### src/rtl/dmem_mmio_responder.sv
// MMIO responder on the dmem port: cycle counter, scratch registers, byte TX FIFO.
// Define MMIO_TIMER_EN to include the countdown timer, its registers and irq.
module dmem_mmio_responder #(
  parameter logic [11:0] BASE_ADDR  = 12'hF00,
  parameter int unsigned FIFO_DEPTH = 8
) (
  input  logic        clock,
  input  logic        reset,
  input  logic [11:0] address,
  input  logic [31:0] data,
  input  logic        wren,
  output logic [31:0] q,
  output logic        hit,
  output logic        irq,
  output logic [7:0]  out_data,
  output logic        out_valid,
  input  logic        out_ready
);

  localparam int unsigned PW = (FIFO_DEPTH > 1) ? $clog2(FIFO_DEPTH) : 1;
  localparam int unsigned CW = $clog2(FIFO_DEPTH + 1);

  localparam logic [3:0] OFF_CYCLE  = 4'h0;
  localparam logic [3:0] OFF_TLOAD  = 4'h1;
  localparam logic [3:0] OFF_TVAL   = 4'h2;
  localparam logic [3:0] OFF_TCTRL  = 4'h3;
  localparam logic [3:0] OFF_STATUS = 4'h4;
  localparam logic [3:0] OFF_TX     = 4'h5;

  logic [3:0]    off;
  logic          wr_en;
  logic [31:0]   cycle;
  logic [31:0]   scratch [4];
  logic [31:0]   rd_val;
  logic          expired;
  logic          overflow;

  logic [7:0]    fifo_mem [FIFO_DEPTH];
  logic [PW-1:0] wr_ptr, rd_ptr;
  logic [CW-1:0] count;
  logic [4:0]    count_ext;
  logic          full, empty, pop, push_req, do_push;

  assign hit   = (address[11:4] == BASE_ADDR[11:4]);
  assign off   = address[3:0];
  assign wr_en = wren & hit;

  assign full      = (count == CW'(FIFO_DEPTH));
  assign empty     = (count == '0);
  assign count_ext = 5'(count);
  assign out_valid = !empty;
  assign pop       = out_valid & out_ready;
  assign push_req  = wr_en && (off == OFF_TX);
  // A push into a full FIFO still lands when the head leaves on the same edge
  assign do_push   = push_req && (!full || pop);
  assign out_data  = out_valid ? fifo_mem[rd_ptr] : '0;

`ifdef MMIO_TIMER_EN
  logic [31:0] timer_load, timer_val;
  logic [2:0]  timer_ctrl;
  logic        load_wr, expire_now;

  assign load_wr    = wr_en && (off == OFF_TLOAD);
  assign expire_now = timer_ctrl[0] && !load_wr && (timer_val == 32'd1);

  always_ff @(posedge clock or negedge reset) begin
    if (!reset) begin
      timer_load <= '0;
      timer_val  <= '0;
      timer_ctrl <= '0;
      expired    <= 1'b0;
      irq        <= 1'b0;
    end else begin
      if (load_wr) begin
        timer_load <= data;
        timer_val  <= data;
      end else if (timer_ctrl[0]) begin
        if (timer_val > 32'd1)
          timer_val <= timer_val - 32'd1;
        else if (timer_val == 32'd1)
          timer_val <= '0;
        else if (timer_ctrl[1] && timer_load != '0)
          timer_val <= timer_load;
      end
      if (wr_en && off == OFF_TCTRL)
        timer_ctrl <= data[2:0];
      if (expire_now)
        expired <= 1'b1;
      else if (wr_en && off == OFF_STATUS && data[0])
        expired <= 1'b0;
      irq <= expired & timer_ctrl[2];
    end
  end
`else
  assign expired = 1'b0;
  assign irq     = 1'b0;
`endif

  always_comb begin
    rd_val = '0;
    case (off)
      OFF_CYCLE:  rd_val = cycle;
`ifdef MMIO_TIMER_EN
      OFF_TLOAD:  rd_val = timer_load;
      OFF_TVAL:   rd_val = timer_val;
      OFF_TCTRL:  rd_val = {29'd0, timer_ctrl};
`endif
      OFF_STATUS: rd_val = {24'd0, count_ext[3:0], overflow, empty, full, expired};
      4'h8, 4'h9, 4'hA, 4'hB: rd_val = scratch[off[1:0]];
      default:    rd_val = '0;
    endcase
  end

  always_ff @(posedge clock or negedge reset) begin
    if (!reset) begin
      q        <= '0;
      cycle    <= '0;
      overflow <= 1'b0;
      wr_ptr   <= '0;
      rd_ptr   <= '0;
      count    <= '0;
      for (int unsigned i = 0; i < 4; i++)
        scratch[i] <= '0;
    end else begin
      q     <= hit ? rd_val : '0;
      cycle <= cycle + 32'd1;
      if (wr_en && off[3:2] == 2'b10)
        scratch[off[1:0]] <= data;
      if (push_req && full && !pop)
        overflow <= 1'b1;
      else if (wr_en && off == OFF_STATUS && data[3])
        overflow <= 1'b0;
      if (do_push)
        wr_ptr <= wr_ptr + PW'(1);
      if (pop)
        rd_ptr <= rd_ptr + PW'(1);
      count <= count + CW'(do_push) - CW'(pop);
    end
  end

  always_ff @(posedge clock) begin
    if (do_push)
      fifo_mem[wr_ptr] <= data[7:0];
  end

endmodule

### config.mk
export PLATFORM = sky130hd
export DESIGN_NAME = dmem_mmio_responder
export DESIGN_NICKNAME = d
export VERILOG_FILES = /design/src/rtl/dmem_mmio_responder.sv
export SDC_FILE = /design/constraint.sdc
export NUM_CORES = 1
export LEC_CHECK = 0
export BUFFER_PORTS_ARGS = -buffer_cell sky130_fd_sc_hd__buf_2
export CORE_ASPECT_RATIO = 1.1
export CORE_MARGIN = 3
export CORE_UTILIZATION = 50
export DETAILED_ROUTE_END_ITERATION = 7
export MAX_ROUTING_LAYER = met4
export PLACE_DENSITY = 0.78
export SLEW_MARGIN = 0
export SYNTH_ARGS = -nofsm -noshare
export SYNTH_HDL_FRONTEND = slang
export SYNTH_SLANG_ARGS = --single-unit
### constraint.sdc
create_clock -name clock -period 3.8 [get_ports clock]
set_input_delay 0.19 -clock clock [delete_from_list [all_inputs] [get_ports clock]]
set_output_delay 0.19 -clock clock [all_outputs]
set_load 0.01 [all_outputs]
# After elaboration in Yosys (flattened, before gate mapping)
# Memory sizes are Yosys's and may differ from the RTL's.
# Cells that the tools add are included.
# totals
ff_bits,203
input_bits,48
ram_bits,64
mem_count,1
elab_cells,59
# classes
muxes,13
add_sub_neg,5
n_eq_ne,9
n_lt_le_gt_ge,2
bitwise,3
reduce_logical,16
# memory_table
memory,words,word_bits,rd,rd_clocked_by_memory_dff,write_ports,line,rtl
fifo_mem,8,8,1,0,1,38,logic [7:0] fifo_mem [FIFO_DEPTH];
# op_table
operator,count
128-bit bitwise mux,1
32-bit two-way mux,4
32-bit one-hot mux with 3 select lines,1
32-bit binary-select mux with 2-bit select,1
32-bit demux with 2-bit select,1
"32-bit by 1-bit adder with 32-bit output, second input constant",1
"4-bit == test, second input constant",5
"4-bit by 3-bit == test with 1-bit output, second input constant",2
"8-bit == test, second input constant",1
1-bit logical AND,8
4-bit zero test,2
8-bit two-way mux,1
"3-bit by 1-bit adder with 3-bit output, second input constant",2
4-bit by 1-bit adder with 4-bit output,1
1-bit two-way mux,4
4-bit OR reduction,1
4-bit by 1-bit subtractor with 4-bit output,1
"3-bit greater-or-equal comparator, second input constant",1
1-bit zero test,3
"3-bit by 1-bit < comparator with 1-bit output, second input constant",1
2-bit inverter with 3-bit output,1
1-bit bitwise AND,2
"2-bit == test, second input constant",1
2-bit nonzero test,1
1-bit logical OR,1

# Depth between registers and ports, before layout
# Gate-level depths: netlist of the first run.
# depth
depth_word,7
ltp_mapped,10
depth_no_buf,10

# Worst setup path before layout of the first run
# No wires, ideal clock.
# synth_timing
path_kind,input-to-reg
start,input address[5]
end,register count[2]
arrival_ns,2.087
required_time_ns,3.677
path_stages,8
setup_slack_ns,1.591
setup_ns,0.123
cell_sequence,or4_1 nor4_1 nand2_1 o21ai_0 ha_1 inv_1 fa_1 xnor2_1
# synth_via
elab_chain_len,6
# synth_lines
item,line,rtl
"start, declared",9,"input logic [11:0] address,"
8-bit == test,44,assign hit = (address[11:4] == BASE_ADDR[11:4]);
1-bit bitwise AND,46,assign wr_en = wren & hit;
1-bit logical AND,53,assign push_req = wr_en && (off == OFF_TX);
1-bit logical AND,55,assign do_push = push_req && (!full || pop);
4-bit by 1-bit adder with 4-bit output,137,count <= count + CW'(do_push) - CW'(pop);
4-bit by 1-bit subtractor with 4-bit output,137,
"end signal, assigned",137,
"end, declared",40,logic [CW-1:0] count;
# Every way passes these cells.
# A chain may end at the register's enable or synchronous reset.

# Worst setup path in the final report of the first run
# layout_timing
start,register rd_ptr[0]
end,output out_data[0]
# layout_via
elab_chain_len,2
# layout_lines
item,line,rtl
"start, declared",39,"logic [PW-1:0] wr_ptr, rd_ptr;"
"start signal, assigned",136,rd_ptr <= rd_ptr + PW'(1);
memory read 8 x 8 bit,--,
8-bit two-way mux,56,assign out_data = out_valid ? fifo_mem[rd_ptr] : '0;
"end, declared",15,"output logic [7:0] out_data,"
# Every way passes these cells.

==> metrics.txt, run 1 <==
# TYPE chip_impl_metric gauge
chip_impl_info{name="status",value="completed"} 1
chip_impl_metric{name="via_count",unit=""} 6559
chip_impl_metric{name="worst_pin_slew",unit="ns"} 1.04
chip_impl_metric{name="cts.htree.levels",unit=""} 1
chip_impl_metric{name="post_route_cells_drive_above_1_share",unit="%"} 38.6
chip_impl_metric{name="ys_warn_count",unit=""} 0
chip_impl_metric{name="power_per_cell_area",unit="mW/mm2"} 477
chip_impl_info{name="cts_root_buf",value="clkbuf_16"} 1
chip_impl_metric{name="clkSinkCount",unit=""} 267
chip_impl_metric{name="period_utilisation_layout",unit="%"} 71.9
chip_impl_metric{name="insertedDiodeCount",unit=""} 0
chip_impl_info{name="unrepaired_setup_endpoints_after_global_routing",value="false"} 1
chip_impl_metric{name="ioPinCount",unit=""} 91
chip_impl_metric{name="cp.depth",unit=""} 4
chip_impl_metric{name="synth-edff-count",unit=""} 64
chip_impl_metric{name="report.power.total",unit="uW"} 6370
chip_impl_metric{name="hold_viol_final",unit=""} 0
chip_impl_metric{name="critical_path.max_fanout",unit=""} 17
chip_impl_metric{name="number_of_antenna_violations_at_the_first_check_in_global_routing",unit=""} 0
chip_impl_metric{name="std_cell_rows",unit=""} 57
chip_impl_info{name="worst_setup_path_end_kind",value="output port"} 1
chip_impl_metric{name="setup.reg_to_reg.worst_slack",unit="ns"} 1.33
chip_impl_metric{name="cp_num_buf_inv",unit=""} 1
chip_impl_metric{name="post-cts-setup-buffers",unit=""} 0
chip_impl_info{name="worst_setup_ep",value="out_data[0]"} 1
chip_impl_metric{name="timing.hold.ws",unit="ns"} 0.0257
chip_impl_metric{name="dieArea",unit="mm2"} 0.0248
chip_impl_metric{name="finalNetCount",unit=""} 907
chip_impl_info{name="timing.critical_path.max_delay_family",value="flip-flops"} 1
chip_impl_info{name="synth_top_area_cell",value="dfrtp_1"} 1
chip_impl_metric{name="avgViaCountPerCell",unit=""} 5.64
chip_impl_metric{name="cts_buffers",unit=""} 27
chip_impl_metric{name="overall_global_routing_resource_usage",unit="%"} 20.3
chip_impl_metric{name="netlist_area",unit="mm2"} 0.0115
chip_impl_metric{name="wire_length_of_the_first_global_routing_pass",unit="um"} 38200
chip_impl_metric{name="detail_route.first_pass.iterations",unit=""} 5
chip_impl_metric{name="cp_data_arrival_time",unit="ns"} 2.54
chip_impl_info{name="worst-setup-path-type",value="reg -> out"} 1
chip_impl_metric{name="max_clock_freq",unit="GHz"} 0.366
chip_impl_metric{name="max-clock-path-buffers",unit=""} 3
chip_impl_metric{name="finish.instance_area",unit="mm2"} 0.0134
chip_impl_metric{name="ant_nets",unit=""} 0
chip_impl_metric{name="synth.top_cell.area_share",unit="%"} 44.2
chip_impl_metric{name="cp_data_required_time",unit="ns"} 3.61
chip_impl_metric{name="design.core.area",unit="mm2"} 0.0223
chip_impl_metric{name="reg2reg_depth",unit=""} 11
chip_impl_metric{name="synth.ff_latch_count",unit=""} 267
chip_impl_metric{name="wl",unit="um"} 23700
chip_impl_metric{name="finClkSkew",unit="ns"} 0.00685
chip_impl_metric{name="tns",unit="ns"} 0
chip_impl_info{name="cts_tree",value="yes"} 1
chip_impl_metric{name="avgSynthCellArea",unit="um2"} 15.7
chip_impl_metric{name="cts_stage_hold_buffer_count",unit=""} 25
chip_impl_info{name="critical_path.reg2reg.endpoint",value="count[2]"} 1
chip_impl_metric{name="clkSlewWorstSetupHoldPaths",unit="ns"} 0.06
chip_impl_info{name="worst_setup_path_start_kind",value="register"} 1
chip_impl_metric{name="dp_hpwl",unit="um"} 14900
chip_impl_info{name="critical_path.reg2reg.startpoint",value="count[2]"} 1
chip_impl_metric{name="post-place-ws",unit="ns"} 0.981
chip_impl_metric{name="fraction_of_registers_with_async_set_or_reset_after_synthesis",unit="%"} 76.0
chip_impl_metric{name="worst_slack",unit="ns"} 1.07
chip_impl_metric{name="floorplan.die.width",unit="um"} 151
chip_impl_metric{name="post-route-min-period",unit="ns"} 2.73
chip_impl_metric{name="detailed_place.area",unit="mm2"} 0.0123
chip_impl_metric{name="port-buffer-count",unit=""} 89
chip_impl_metric{name="initial_core_util",unit="%"} 51.5
chip_impl_info{name="worstPathCellList",value="mux4_2 -> mux2i_1 -> nor2_1 -> buf_2"} 1
chip_impl_info{name="hold_path.class",value="in -> reg"} 1
chip_impl_metric{name="syn_nets",unit=""} 791
chip_impl_info{name="worst_setup_path_startpoint",value="rd_ptr[0]"} 1
chip_impl_metric{name="gp_congestion",unit=""} 0.846
chip_impl_info{name="synth_top_cells_by_area",value="dfrtp_1, edfxtp_1, mux2_2, mux4_2, mux2_4"} 1
chip_impl_metric{name="areaGrowthSynthToFinish",unit="%"} 16.3
chip_impl_info{name="slowest_stage",value="dfrtp_1"} 1
chip_impl_metric{name="routed_wire_length_per_instance",unit="um"} 20.4
chip_impl_metric{name="synth_cells",unit=""} 734
chip_impl_info{name="synth_most_common_cell",value="dfrtp_1"} 1
chip_impl_metric{name="grt_start_max_net_pins",unit=""} 100
chip_impl_metric{name="ctsResizeCount",unit=""} 0
chip_impl_metric{name="maxSlewHeadroom",unit="%"} 30.7
chip_impl_metric{name="power.static_leakage",unit="uW"} 0.00605
chip_impl_metric{name="synth_sequential_area_ratio",unit="%"} 60.9
chip_impl_metric{name="vias_in_the_first_global_route",unit=""} 6951
chip_impl_metric{name="setup_viol_count_final",unit=""} 0
chip_impl_metric{name="maxCapViolations",unit=""} 0
chip_impl_metric{name="insertion_delay",unit="ns"} 0.52
chip_impl_metric{name="global_route.overflow_total",unit=""} 0
chip_impl_metric{name="drc_violations",unit=""} 0
chip_impl_metric{name="cpPeakStageDelay",unit="ns"} 1.02
chip_impl_info{name="dominantRegCellSynth",value="dfrtp_1"} 1
chip_impl_metric{name="dieHeight",unit="um"} 165
chip_impl_metric{name="detailedRoute.firstIterationViolations",unit=""} 468
chip_impl_metric{name="final_max_slew_viol_count",unit=""} 0
chip_impl_metric{name="worst_voltage_drop_across_the_vdd_grid",unit="mV"} 0.449
chip_impl_metric{name="synth_cell_type_count",unit=""} 50
chip_impl_info{name="synth.cells.most_frequent",value="dfrtp_1, mux2_2, edfxtp_1"} 1
## stage by stage
step / util [%] / instances
6_report: 59.9 / 1163
3_3_place_gp: 55.0 / 1091
4_1_cts: 59.9 / 1163
5_1_grt: 59.9 / 1163
2_1_floorplan: - / 734
3_5_place_dp: 55.0 / 1091
## layer usage
metal | track usage (%) | wire, um
met1 | 28.5 | 10200
met2 | 31.4 | 11300
met3 | 3.49 | 1670
met4 | 5.32 | 591
met5 | - | 0
## layout make-up
class | instances | area (um2)
fillers | 1691 | 8960
multi-input cells | 415 | 4270
inverters | 9 | 33.8
flip-flops and latches | 267 | 7000
well taps | 295 | 369
repair buffers | 130 | 850
clock buffers | 40 | 798
clock inverters | 7 | 41.3
## where the power goes
part	internal [uW]	leakage, uW	switching [uW]
registers	2980	0.00338	145
clock network	1440	0.000417	1050
logic	400	0.00225	346
total	4830	0.00605	1540
## kinds of logic after synthesis
kind of cell    synth area share (%)
buf+inv                         2.16
simple gates                    6.40
mux                             23.9
other cells                   0.0326
flops                           60.9
fa+ha+maj                       1.05
compound gates                  2.74
xor+xnor                        2.74
## how the worst min path moves through the flow
stage / to / from / cells past startpoint
2_1_floorplan: count[0] / reset / 0
3_3_place_gp: q[4] / reset / 1
3_5_place_dp: q[4] / reset / 1
4_1_cts: fifo_mem[5][4] / data[4] / 1
5_1_grt: fifo_mem[1][4] / data[4] / 1
6_report: fifo_mem[5][4] / data[4] / 1
## flip-flops by register name, summed over array words and instances, names as in the netlist
name / flops
rd_ptr: 3
cycle: 32
wr_ptr: 3
fifo_mem: 64
count: 4
overflow: 1
q: 32
scratch: 128
## worst reg2reg max path, stage by stage (launching register included)
cell     delay (ns)
dfrtp_1        0.36
inv_1          0.08
ha_1           0.20
nor3b_1        0.13
buf_4          0.20
nor2_1         0.31
o21ai_1        0.19
o21ai_0        0.13
ha_1           0.20
inv_1          0.06
fa_1           0.37
xnor2_1        0.13
## layout by cell type (no fill, tap or decap), types with 2 or more instances in the layout
cell	instances
and2_1	2
edfxtp_1	64
a21oi_1	7
and3_1	7
xor2_1	10
nand4_1	12
clkbuf_1	5
o21ai_0	3
inv_1	9
nor3b_1	2
a22oi_1	32
and4_1	6
nand3_1	13
buf_2	88
buf_4	14
xnor2_1	26
nand2_1	22
nor4_1	4
or3b_2	2
clkinv_2	5
nand2b_1	2
mux2_2	100
dfrtp_1	203
dlygate4sd3_1	25
clkbuf_16	27
nor2_1	45
clkbuf_8	8
mux4_2	48
ha_1	8
or4_1	2
mux2_4	30
buf_12	2
mux2i_1	8
nor3_1	4
No activity file was read; power rests on OpenSTA's default activity.
==> run 2: changes to the inputs <==
==> constraint.sdc (replaced) <==
create_clock -name clock -period 2.56 [get_ports clock]
set_input_delay 0.128 -clock clock [delete_from_list [all_inputs] [get_ports clock]]
set_output_delay 0.128 -clock clock [all_outputs]
set_load 0.01 [all_outputs]
==> metrics.txt, run 2 (synthesis results as in run 1) <==
# TYPE chip_impl_metric gauge
chip_impl_metric{name="cts_buffers",unit=""} 26
chip_impl_metric{name="avgViaCountPerCell",unit=""} 5.64
chip_impl_metric{name="areaGrowthSynthToFinish",unit="%"} 18.7
chip_impl_info{name="hp-start",value="address[3]"} 1
chip_impl_info{name="holdPathEnd",value="overflow"} 1
chip_impl_info{name="unrepaired_setup_endpoints_after_global_routing",value="false"} 1
chip_impl_metric{name="number_of_antenna_violations_at_the_first_check_in_global_routing",unit=""} 0
chip_impl_metric{name="power.static_leakage",unit="uW"} 0.00617
chip_impl_info{name="hold_path.class",value="in -> reg"} 1
chip_impl_metric{name="global_route.overflow_total",unit=""} 0
chip_impl_metric{name="cpPeakStageDelay",unit="ns"} 0.87
chip_impl_metric{name="worst_hold_path.num_cells",unit=""} 3
chip_impl_metric{name="design.core.area",unit="mm2"} 0.0223
chip_impl_metric{name="max-clock-path-buffers",unit=""} 3
chip_impl_metric{name="wl",unit="um"} 24100
chip_impl_info{name="worst-setup-path-type",value="reg -> out"} 1
chip_impl_metric{name="detailedRoute.firstIterationViolations",unit=""} 448
chip_impl_info{name="worstPathCellList",value="mux4_2 -> mux2i_1 -> nor2_1 -> buf_2"} 1
chip_impl_metric{name="initial_core_util",unit="%"} 51.5
chip_impl_metric{name="clkSinkCount",unit=""} 267
chip_impl_info{name="slowest_stage",value="dfrtp_1"} 1
chip_impl_metric{name="via_count",unit=""} 6681
chip_impl_metric{name="period_utilisation_layout",unit="%"} 90.5
chip_impl_metric{name="setup.reg_to_reg.worst_slack",unit="ns"} 0.47
chip_impl_metric{name="reg2reg_depth",unit=""} 10
chip_impl_info{name="worst_setup_path_start_kind",value="register"} 1
chip_impl_metric{name="cp_data_arrival_time",unit="ns"} 2.19
chip_impl_metric{name="dieHeight",unit="um"} 165
chip_impl_metric{name="dp_hpwl",unit="um"} 15100
chip_impl_info{name="status",value="completed"} 1
chip_impl_info{name="cts_tree",value="yes"} 1
chip_impl_metric{name="ioPinCount",unit=""} 91
chip_impl_metric{name="insertedDiodeCount",unit=""} 0
chip_impl_metric{name="vias_in_the_first_global_route",unit=""} 6936
chip_impl_metric{name="floorplan.die.width",unit="um"} 151
chip_impl_metric{name="setup_viol_count_final",unit=""} 0
chip_impl_metric{name="cts.htree.levels",unit=""} 1
chip_impl_metric{name="wire_length_of_the_first_global_routing_pass",unit="um"} 38400
chip_impl_metric{name="filler_cell_count",unit=""} 1615
chip_impl_metric{name="post-route-min-period",unit="ns"} 2.32
chip_impl_metric{name="maxCapViolations",unit=""} 0
chip_impl_metric{name="finalNetCount",unit=""} 928
chip_impl_metric{name="critical_path.max_fanout",unit=""} 18
chip_impl_metric{name="worst_pin_slew",unit="ns"} 0.815
chip_impl_metric{name="hold_viol_final",unit=""} 0
chip_impl_info{name="commonest_non_fill_non_tap_cell_in_the_layout",value="dfrtp_1"} 1
chip_impl_metric{name="clkSlewWorstSetupHoldPaths",unit="ns"} 0.07
chip_impl_metric{name="power_per_cell_area",unit="mW/mm2"} 714
chip_impl_metric{name="worst_voltage_drop_across_the_vdd_grid",unit="mV"} 0.456
chip_impl_metric{name="layout.core_utilization",unit="%"} 61.1
chip_impl_metric{name="finClkSkew",unit="ns"} 0.0123
chip_impl_info{name="worst_setup_path_end_kind",value="output port"} 1
chip_impl_metric{name="detail_route.first_pass.iterations",unit=""} 5
chip_impl_metric{name="drc_violations",unit=""} 0
chip_impl_metric{name="insertion_delay",unit="ns"} 0.53
chip_impl_metric{name="finish.instance_area",unit="mm2"} 0.0136
chip_impl_metric{name="cp_data_required_time",unit="ns"} 2.43
chip_impl_metric{name="final_max_slew_viol_count",unit=""} 0
chip_impl_metric{name="max_clock_freq",unit="GHz"} 0.431
chip_impl_metric{name="routed_wire_length_per_instance",unit="um"} 20.3
chip_impl_metric{name="gp_congestion",unit=""} 0.797
chip_impl_info{name="critical_path.reg2reg.endpoint",value="count[1]"} 1
chip_impl_metric{name="tns",unit="ns"} 0
chip_impl_info{name="most-common-layout-cells",value="dfrtp_1, mux2_2, buf_2"} 1
chip_impl_metric{name="post_route_cells_drive_above_1_share",unit="%"} 39.3
chip_impl_metric{name="largest_register_ff_count",unit=""} 128
chip_impl_metric{name="maxSlewHeadroom",unit="%"} 45.7
chip_impl_metric{name="overall_global_routing_resource_usage",unit="%"} 20.5
chip_impl_metric{name="grt_start_max_net_pins",unit=""} 76
chip_impl_metric{name="dieArea",unit="mm2"} 0.0248
chip_impl_info{name="critical_path.reg2reg.startpoint",value="count[2]"} 1
chip_impl_metric{name="std_cell_rows",unit=""} 57
chip_impl_info{name="cts_root_buf",value="clkbuf_16"} 1
chip_impl_info{name="reg_top3",value="scratch (128), fifo_mem (64)"} 1
chip_impl_metric{name="detailed_place.area",unit="mm2"} 0.0124
chip_impl_metric{name="ant_nets",unit=""} 0
chip_impl_metric{name="port-buffer-count",unit=""} 89
chip_impl_info{name="top_register",value="scratch"} 1
run 2: where the power goes:
part,total [uW],internal (uW),switching (uW)
clock network,3960,2380,1580
logic,1210,614,593
registers,4580,4430,146
total,9740,7420,2320
run 2: what timing repair did:
action,4_1_cts,5_1_grt
hold endpoints to repair,223,0
buffers inserted,0,0
gates resized for setup,0,0
hold buffers,34,0
run 2: area by class of cell:
| class | count | area, um2 | share of cell area (%) |
|---|---|---|---|
| Clock buffer | 30 | 707 | 5.18 |
| Clock inverter | 17 | 194 | 1.42 |
| Inverter | 9 | 33.8 | 0.248 |
| Multi-Input combinational cell | 415 | 4270 | 31.3 |
| Sequential cell | 267 | 7000 | 51.3 |
| Tap cell | 295 | 369 | 2.71 |
| Timing Repair Buffer | 152 | 1060 | 7.79 |
run 2: how the worst max path moves through the flow:
| stage | startpoint | endpoint | slack (ns) | cells past startpoint |
|---|---|---|---|---|
| floorplan | address[5] | count[2] | 0.41 | 8 |
| global placement | address[5] | count[1] | 0.17 | 9 |
| detailed placement | address[5] | count[1] | 0.14 | 9 |
| CTS | rd_ptr[1] | out_data[3] | 0.19 | 4 |
| global route | address[1] | count[2] | 0.11 | 10 |
| finish | rd_ptr[1] | out_data[3] | 0.24 | 4 |
run 2: through the flow:
step	total power, uW	hold slack (ns)	setup slack, ns	instances
2_1_floorplan	5400	-0.168	0.413	734
3_3_place_gp	5810	0.156	0.171	1104
3_5_place_dp	5840	0.164	0.140	1104
4_1_cts	9860	0.0119	0.188	1185
5_1_grt	10100	0.0312	0.113	1185
6_report	9740	0.0550	0.242	1185
run 2: critical path: cells and delay by family, from the launching register on:
family | cells | cell delay [ns]
AND/OR/NAND/NOR | 1 | 0.05
flip-flops | 1 | 0.87
multiplexers | 2 | 0.60
buffers and inverters | 1 | 0.14
run 2: routing by layer:
metal  GRT usage (%)  vias up  part of all wire [%]
met5               -        -                     0
met4            5.20        0                   1.9
met1            27.7     3440                    43
li1                -     2997                     -
met3            3.16       36                   5.8
met2            33.0      208                    49
